`config.mk`:
```
export PLATFORM = sky130hd
export DESIGN_NAME = ukf_sequencer
export DESIGN_NICKNAME = d
export VERILOG_FILES = /design/src/rtl/ukf_pkg.sv /design/src/rtl/ukf_meas_fifo.sv /design/src/rtl/ukf_sequencer.sv
export SDC_FILE = /design/constraint.sdc
export NUM_CORES = 1
export LEC_CHECK = 0
export ABC_AREA = 0
export CAP_MARGIN = 40
export CELL_PAD_IN_SITES_DETAIL_PLACEMENT = 2
export CELL_PAD_IN_SITES_GLOBAL_PLACEMENT = 2
export CORE_ASPECT_RATIO = 1.2
export CORE_UTILIZATION = 28
export DETAILED_ROUTE_END_ITERATION = 10
export PLACE_DENSITY = 0.58
export SLEW_MARGIN = 30
export SYNTH_ARGS = -nofsm -noshare
export SYNTH_HDL_FRONTEND = slang
export SYNTH_HIERARCHICAL = 1
export SYNTH_SLANG_ARGS = --single-unit
```
`constraint.sdc`:
```
create_clock -name clk -period 7.61 [get_ports clk]
set_clock_uncertainty 0.05 [all_clocks]
set_input_delay 1.522 -clock clk [delete_from_list [all_inputs] [get_ports clk]]
set_output_delay 1.522 -clock clk [all_outputs]
set_load 0.01 [all_outputs]
```
`src/rtl/ukf_pkg.sv`:
```
// Shared definitions for the UKF host-side sequencer: frame geometry,
// counter width and the 2-bit sequencer state encoding.
package ukf_pkg;

  localparam int unsigned UKF_N_MEAS      = 3;
  localparam int unsigned UKF_DATA_W      = 32;
  localparam int unsigned UKF_FRAME_CNT_W = 16;

  typedef enum logic [1:0] {
    ST_IDLE  = 2'd0,
    ST_LOAD  = 2'd1,
    ST_START = 2'd2,
    ST_WAIT  = 2'd3
  } ukf_seq_state_t;

endpackage

```
`src/rtl/ukf_meas_fifo.sv`:
```
// Synchronous measurement-frame FIFO. Pointers carry one extra wrap bit so
// full and empty are told apart without a separate occupancy counter.
// The head (dout) is read combinationally from storage.
module ukf_meas_fifo #(
  parameter int unsigned WIDTH = 96,
  parameter int unsigned DEPTH = 4
) (
  input  logic             clk,
  input  logic             rst,
  input  logic             push,
  input  logic             pop,
  input  logic [WIDTH-1:0] din,
  output logic             full,
  output logic             empty,
  output logic [WIDTH-1:0] dout
);

  localparam int unsigned AW = (DEPTH > 1) ? $clog2(DEPTH) : 1;
  localparam logic [AW:0] PTR_ONE = (AW+1)'(1);

  logic [WIDTH-1:0] mem_q [DEPTH];
  logic [AW:0]      wr_ptr_q;
  logic [AW:0]      rd_ptr_q;
  logic             do_push;
  logic             do_pop;

  assign full    = (wr_ptr_q[AW] != rd_ptr_q[AW]) &&
                   (wr_ptr_q[AW-1:0] == rd_ptr_q[AW-1:0]);
  assign empty   = (wr_ptr_q == rd_ptr_q);
  assign do_push = push & ~full;
  assign do_pop  = pop & ~empty;
  assign dout    = mem_q[rd_ptr_q[AW-1:0]];

  // Pointer advance; reset empties the buffer.
  always_ff @(posedge clk) begin
    if (rst) begin
      wr_ptr_q <= '0;
      rd_ptr_q <= '0;
    end else begin
      if (do_push) wr_ptr_q <= wr_ptr_q + PTR_ONE;
      if (do_pop)  rd_ptr_q <= rd_ptr_q + PTR_ONE;
    end
  end

  // Frame storage write; contents need no reset since empty gates every read.
  always_ff @(posedge clk) begin
    if (do_push) mem_q[wr_ptr_q[AW-1:0]] <= din;
  end

endmodule

```
`src/rtl/ukf_sequencer.sv`:
```
// Host-side initiator for the UKF core start/done handshake. Buffers
// measurement frames, launches one iteration per frame, holds the frame on
// ukf_meas for the iteration and counts completed iterations.
// Optional feature macro: UKF_SEQ_WATCHDOG_EN (WAIT watchdog + sticky
// timeout_err). Without it WAIT exits only on ukf_done.
module ukf_sequencer
  import ukf_pkg::*;
#(
  parameter int unsigned DATA_W         = UKF_DATA_W,
  parameter int unsigned N_MEAS         = UKF_N_MEAS,
  parameter int unsigned FIFO_DEPTH     = 4,
  parameter int unsigned TIMEOUT_CYCLES = 4096
) (
  input  logic                       clk,
  input  logic                       rst,
  input  logic                       enable,
  input  logic                       meas_valid,
  output logic                       meas_ready,
  input  logic [N_MEAS*DATA_W-1:0]   meas_data,
  output logic                       ukf_start,
  input  logic                       ukf_done,
  output logic [N_MEAS*DATA_W-1:0]   ukf_meas,
  output logic                       busy,
  output logic                       timeout_err,
  input  logic                       err_clr,
  output logic [UKF_FRAME_CNT_W-1:0] frame_cnt,
  output logic [1:0]                 state_dbg
);

  localparam int unsigned FW = N_MEAS * DATA_W;
  localparam logic [UKF_FRAME_CNT_W-1:0] CNT_ONE = UKF_FRAME_CNT_W'(1);

  ukf_seq_state_t             state_q, state_d;
  logic [FW-1:0]              meas_q;
  logic [UKF_FRAME_CNT_W-1:0] cnt_q, cnt_d;
  logic                       fifo_full;
  logic                       fifo_empty;
  logic [FW-1:0]              fifo_dout;
  logic                       pop;
  logic                       wd_fire;

  assign pop        = (state_q == ST_IDLE) & enable & ~fifo_empty;
  assign meas_ready = ~fifo_full;

  ukf_meas_fifo #(
    .WIDTH (FW),
    .DEPTH (FIFO_DEPTH)
  ) u_fifo (
    .clk   (clk),
    .rst   (rst),
    .push  (meas_valid & ~fifo_full),
    .pop   (pop),
    .din   (meas_data),
    .full  (fifo_full),
    .empty (fifo_empty),
    .dout  (fifo_dout)
  );

`ifdef UKF_SEQ_WATCHDOG_EN
  localparam int unsigned WD_W = (TIMEOUT_CYCLES > 1) ? $clog2(TIMEOUT_CYCLES) : 1;
  localparam logic [WD_W-1:0] WD_LAST = WD_W'(TIMEOUT_CYCLES - 1);
  localparam logic [WD_W-1:0] WD_ONE  = WD_W'(1);

  logic [WD_W-1:0] wd_q;
  logic            err_q;

  // done has priority over an expiring watchdog in the same cycle.
  assign wd_fire = (state_q == ST_WAIT) & ~ukf_done & (wd_q == WD_LAST);

  // Watchdog count: held at zero outside WAIT, so it is clear on WAIT entry.
  always_ff @(posedge clk) begin
    if (rst)                    wd_q <= '0;
    else if (state_q != ST_WAIT) wd_q <= '0;
    else                        wd_q <= wd_q + WD_ONE;
  end

  // Sticky timeout flag; a firing timeout beats a simultaneous clear.
  always_ff @(posedge clk) begin
    if (rst)          err_q <= 1'b0;
    else if (wd_fire) err_q <= 1'b1;
    else if (err_clr) err_q <= 1'b0;
  end

  assign timeout_err = err_q;
`else
  logic unused_err_clr;

  assign unused_err_clr = err_clr;
  assign wd_fire        = 1'b0;
  assign timeout_err    = 1'b0;
`endif

  // Next-state and completion-count logic; ukf_done only matters in WAIT.
  always_comb begin
    state_d = state_q;
    cnt_d   = cnt_q;
    case (state_q)
      ST_IDLE:  if (pop) state_d = ST_LOAD;
      ST_LOAD:  state_d = ST_START;
      ST_START: state_d = ST_WAIT;
      ST_WAIT: begin
        if (ukf_done) begin
          state_d = ST_IDLE;
          cnt_d   = cnt_q + CNT_ONE;
        end else if (wd_fire) begin
          state_d = ST_IDLE;
        end
      end
      default:  state_d = ST_IDLE;
    endcase
  end

  // State, counter and held frame registers; the frame changes only on a pop.
  always_ff @(posedge clk) begin
    if (rst) begin
      state_q <= ST_IDLE;
      cnt_q   <= '0;
      meas_q  <= '0;
    end else begin
      state_q <= state_d;
      cnt_q   <= cnt_d;
      if (pop) meas_q <= fifo_dout;
    end
  end

  assign ukf_start = (state_q == ST_START);
  assign busy      = (state_q != ST_IDLE);
  assign state_dbg = state_q;
  assign ukf_meas  = meas_q;
  assign frame_cnt = cnt_q;

endmodule

```
==> results.toml, run 1 <==
[outcome]
status = "complete, no violations"

[synthesis]
synthTopCellsByArea = "edfxtp_1, dfxtp_1, mux4_2"
synth_cell_types = 43
synth_mux_area_frac = 0.118
syn-cell-area_um2 = 18600
synth_compound_area_frac = 0.0366
synth_top_family_by_area = "multiplexers"
synth_nets = 1205
synthCells = 1093
syn_avg_cell_area_um2 = 17.0
synth-simple-area-share = 0.0598
synthTopCellsByCount = "edfxtp_1, nand2_1, dfxtp_1, a21oi_1, mux4_2"
synth.top_cell.area_share = 0.621
synthAdderAreaFrac = 0.00674
async_flop_share = 0
ys_seq_area_frac = 0.752
yosysTopAreaCell = "edfxtp_1"
synth_xor_area_frac = 0.00707
synth_most_common_cell = "edfxtp_1"
synth.yosys.warnings = 6
synthFlopType = "edfxtp_1"
synth_edf_count = 384
synth-seq-cells = 506

[timing]
worst_pin_slew_ns = 0.760
timing.final.hold_violations = 0
setup_viol = 0
rsz0062_at_grt = "no"
period_share = 0.560
period_needed_ns = 4.26
max_freq_mhz = 235
report.final.slew_viol_count = 0
fin_tns_setup_ns = 0
slew_headroom = 0.490

[cells_and_area]
multiInputGateArea_um2 = 4260
fillers = 6581
seq_area_um2 = 14000
drive_gt1_frac = 0.157
stdcell_area_um2 = 23700
syn_to_final_growth_pct = 27.4
finalNetCount = 1441

[floorplan]
ios = 220
die_y_um = 284
std_cell_rows = 103
die_area_um2 = 67400
start_util = 0.283
die_w_um = 237
coreArea_um2 = 65700

[clock_tree]
cts_tree = "done"
cts_hold_buf = 0
path_clk_slew_ns = 0.06
cts_setup_buffers = 0
root_buffer = "clkbuf_16"
h-tree-depth = 2
insertion_delay_ns = 0.59
cts_resized = 0
cts.sinks = 506
cts_inserted_buffers = 55
clockBufferDepth = 3

[placed_design]
dpl-instance-area_um2 = 21800
place_hpwl_um = 29400
gp_congestion = 0.701
io_buffers = 217

[worst_setup_path]
reg2reg_slack_ns = 3.89
cp_data_arrival_time_ns = 2.69
worstPathRequired_ns = 6.04
worst_setup_path_start_kind = "flip-flop"
reg2reg_depth = 9
cp_max_fo = 8
startpoint = "u_fifo/rd_ptr_q[0]$_SDFFE_PP0P_"
critPathKind = "reg -> out"
crit_path_end = "meas_ready"
r2r-start = "u_fifo/wr_ptr_q[1]$_SDFFE_PP0P_"
reg2reg_to = "u_fifo/mem_q[1][75]$_DFFE_PP_"
setup.worst_path.end_class = "output port"

[drt]
drcViolationCount = 0
ant_nets = 0
drt_iter0_drc = 310
wl_per_cell_um = 21.8
drtPass1Iterations = 4
routed_wl_um = 48400
avgViaCountPerCell = 4.64
num_vias = 10300

[grt]
grt_max_degree = 53
track_usage = 0.147
grt.overflow.total = 0
antenna_found_initial = 8
grt_first_pass_wirelength_um = 74000
grt_pass1_vias = 11600

[pwr]
powerDensity_nw_per_um2 = 355
total_power_mw = 8.39
power_leakage_nw = 7.46
ir_worst_vdd_mv = 0.176

[hold_path]
whs_path_depth = 2
hold_class = "reg -> reg"

[job]
max-cap-violations = 0
## layout by cell type, fill, tap and decap left out, types with 10 or more instances in the layout
master	count
dfxtp_1	120
nand2_1	206
clkbuf_16	57
clkdlybuf4s50_1	216
mux4_2	96
nor2_1	15
buf_4	15
clkbuf_1	12
clkbuf_8	12
edfxtp_1	384
ha_1	10
a21oi_1	105
## cells by family after synthesis
family	count (synthesis)
flip-flops	506
AO/OA/AOI/OAI	128
AND/OR/NAND/NOR	263
XOR/XNOR	15
adder cells (fa/ha/maj)	10
other	1
multiplexers	98
buffers and inverters	72
## registers in the layout, summed over array words and instances (netlist names), named ones only
signal,cells
state_dbg,2
u_fifo/mem_q,384
ukf_meas,96
u_fifo/wr_ptr_q,3
frame_cnt,16
u_fifo/rd_ptr_q,3
## worst min path at each step
| stage | start | endpoint | slack (ns) |
|---|---|---|---|
| after detailed placement | ukf_meas[92]$_SDFFE_PP0P_ | ukf_meas[92]$_SDFFE_PP0P_ | 0.40 |
| final | ukf_meas[66]$_SDFFE_PP0P_ | ukf_meas[66]$_SDFFE_PP0P_ | 0.40 |
| after CTS | ukf_meas[66]$_SDFFE_PP0P_ | ukf_meas[66]$_SDFFE_PP0P_ | 0.41 |
| after global routing | ukf_meas[31]$_SDFFE_PP0P_ | ukf_meas[31]$_SDFFE_PP0P_ | 0.43 |
| after floorplan | ukf_meas[0]$_SDFFE_PP0P_ | ukf_meas[0]$_SDFFE_PP0P_ | 0.43 |
| after global placement | ukf_meas[56]$_SDFFE_PP0P_ | ukf_meas[56]$_SDFFE_PP0P_ | 0.39 |
## report_power, final
| group | internal (mW) | total, mW | switching [mW] |
|---|---|---|---|
| Combinational | 0.927 | 2.02 | 1.09 |
| Clock | 1.62 | 2.70 | 1.08 |
| Sequential | 3.46 | 3.67 | 0.206 |
## per-stage QoR
step	hold slack [ns]	util	worst slack, ns	std cells
CTS	0.411	0.360	3.22	2214
finish	0.405	0.360	3.35	2216
global placement	0.392	0.329	2.83	2103
global route	0.431	0.360	3.13	2216
detailed placement	0.400	0.332	2.94	2111
floorplan	0.431	-	0.197	1093
## final cells by class
type	instances	area share
sequential	506	0.591
timing repair buffer	241	0.105
inverter	10	0.00169
clock buffer	81	0.0691
antenna	1	0.000106
clock inverter	22	0.00920
tap	840	0.0444
multi-input combinational	515	0.180
## worst max-delay path, cell delays in order, from the launching register on
cell and delay, ns:
dfxtp_1 0.38, xnor2_1 0.65, nand2_1 0.28, nor2_1 0.22
inv_1 0.07, clkdlybuf4s50_1 0.50
## layer usage
metal / wire (µm) / track usage / vias to the layer above / share of wire
li1: - / - / 4637 / -
met1: 19900 / 0.176 / 5381 / 0.41
met2: 25200 / 0.262 / 182 / 0.52
met3: 2220 / 0.0344 / 72 / 0.046
met4: 916 / 0.0398 / 14 / 0.019
met5: 92 / 0 / - / 0.0019
Note: power is estimated with default switching activity, not from simulation.
==> run 2: changes to the inputs <==
clock period = 3.9 ns   (was 7.61 ns; I/O delays follow)
==> run 2 against run 1 <==
Against the previous run: cell area up 0.20%; sequential share of layout area decreased by 0.12 points; power increased by 95%; worst hold slack about the same; sequential cell count is the same; clock power up 96%; critical path depth unchanged; combinational power up 100%; utilization increased by 0.070 points; count of clock-buffer cells in the layout shrank 8; die area is the same; non-clock buffer count unchanged.
==> results.toml, run 2 (same netlist as run 1, synthesis figures left out) <==
[clock_tree]
cts_hold_buf = 0
cts_inserted_buffers = 55
h-tree-depth = 2
cts_resized = 0
cts_setup_buffers = 0
cts_tree = "done"
clockBufferDepth = 3
cts.sinks = 506
insertion_delay_ns = 0.59
root_buffer = "clkbuf_16"
path_clk_slew_ns = 0.06

[hold_path]
hold_class = "reg -> reg"
min_to = "ukf_meas[55]$_SDFFE_PP0P_"
whs_path_depth = 2
min_from = "ukf_meas[55]$_SDFFE_PP0P_"

[timing]
timing.final.hold_violations = 0
period_needed_ns = 3.58
max_freq_mhz = 279
rsz0062_at_grt = "no"
report.final.slew_viol_count = 0
worst_pin_slew_ns = 0.758
slew_headroom = 0.491
setup_viol = 0
setup_slack_ns = 0.319
period_share = 0.918
fin_tns_setup_ns = 0

[floorplan]
die_w_um = 237
die_y_um = 284
ios = 220
start_util = 0.283
die_area_um2 = 67400
std_cell_rows = 103
coreArea_um2 = 65700

[grt]
grt_pass1_vias = 11500
grt_max_degree = 97
track_usage = 0.144
antenna_found_initial = 5
grt_first_pass_wirelength_um = 72800
grt.overflow.total = 0

[drt]
wl_per_cell_um = 21.5
avgViaCountPerCell = 4.65
drcViolationCount = 0
ant_nets = 0
drt_iter0_drc = 336
num_vias = 10300
routed_wl_um = 47700
drtPass1Iterations = 4

[cells_and_area]
utilization = 0.361
multiInputGateArea_um2 = 4260
layout_commonest_cell = "edfxtp_1"
largest_reg_flops = 384
final_cell_mix = "edfxtp_1, clkdlybuf4s50_1, nand2_1"
drive_gt1_frac = 0.161
fillers = 6572
syn_to_final_growth_pct = 27.7
seq_area_um2 = 14000
finalNetCount = 1441
instances_no_fill = 2216

[worst_setup_path]
reg2reg_slack_ns = 0.72
worstPathRequired_ns = 3.07
reg2reg_depth = 8
setup.worst_path.end_class = "output port"
critPathKind = "reg -> out"
worst_setup_path_start_kind = "flip-flop"
cp_data_arrival_time_ns = 2.75
cp_max_fo = 8
reg2reg_to = "u_fifo/mem_q[0][87]$_DFFE_PP_"
r2r-start = "u_fifo/wr_ptr_q[1]$_SDFFE_PP0P_"

[pwr]
power_leakage_nw = 7.48
powerDensity_nw_per_um2 = 692
total_power_mw = 16.4
ir_worst_vdd_mv = 0.481

[outcome]
status = "complete, no violations"

[placed_design]
io_buffers = 217
placed_cells = 2112
gp_congestion = 0.694
place_ws_ns = 0.613
place_hpwl_um = 28300

[job]
max-cap-violations = 0
## run 2: area by class of cell
type                            count  area share
Antenna cell                        1    0.000106
Sequential cell                   506       0.590
Clock buffer                       73      0.0656
Clock inverter                     30      0.0123
Tap cell                          840      0.0443
Inverter                           10     0.00169
Timing Repair Buffer              241       0.107
Multi-Input combinational cell    515       0.180
## run 2: per-stage QoR
stage                     cell area [µm²]  hold WS (ns)
after CTS                           23700         0.408
final                               23700         0.405
after global routing                23700         0.431
after global placement              21800         0.392
after detailed placement            21900         0.400
after floorplan                     18600         0.431
## run 2: routing by layer
| layer | routed length (µm) | vias to the layer above | GRT usage |
|---|---|---|---|
| met2 | 25000 | 187 | 0.258 |
| li1 | - | 4635 | - |
| met5 | 57 | - | 0 |
| met4 | 1090 | 8 | 0.0410 |
| met3 | 2180 | 75 | 0.0320 |
| met1 | 19400 | 5389 | 0.172 |
## run 2: worst max-delay path: stages (launching register included)
cell and delay, ns:
dfxtp_1 0.39, xnor2_1 0.66, nand2_1 0.30, nor2_1 0.27, inv_1 0.06, clkdlybuf4s50_1 0.48
## run 2: how the worst max path moves through the flow
| stage | startpoint | end | slack [ns] |
|---|---|---|---|
| finish | u_fifo/rd_ptr_q[0]$_SDFFE_PP0P_ | meas_ready | 0.32 |
| global route | u_fifo/rd_ptr_q[0]$_SDFFE_PP0P_ | meas_ready | 0.006 |
| CTS | u_fifo/rd_ptr_q[0]$_SDFFE_PP0P_ | meas_ready | 0.21 |
| detailed placement | meas_valid | u_fifo/mem_q[0][81]$_DFFE_PP_ | 0.61 |
| global placement | meas_valid | u_fifo/mem_q[0][5]$_DFFE_PP_ | 0.63 |
| floorplan | u_fifo/wr_ptr_q[1]$_SDFFE_PP0P_ | u_fifo/mem_q[3][0]$_DFFE_PP_ | 0.39 |
## run 2: where the power goes
group / leakage, nW / switching, mW / internal [mW]
Clock: 0.920 / 2.16 / 3.13
Sequential: 4.52 / 0.321 / 6.75
Combinational: 2.04 / 2.22 / 1.83
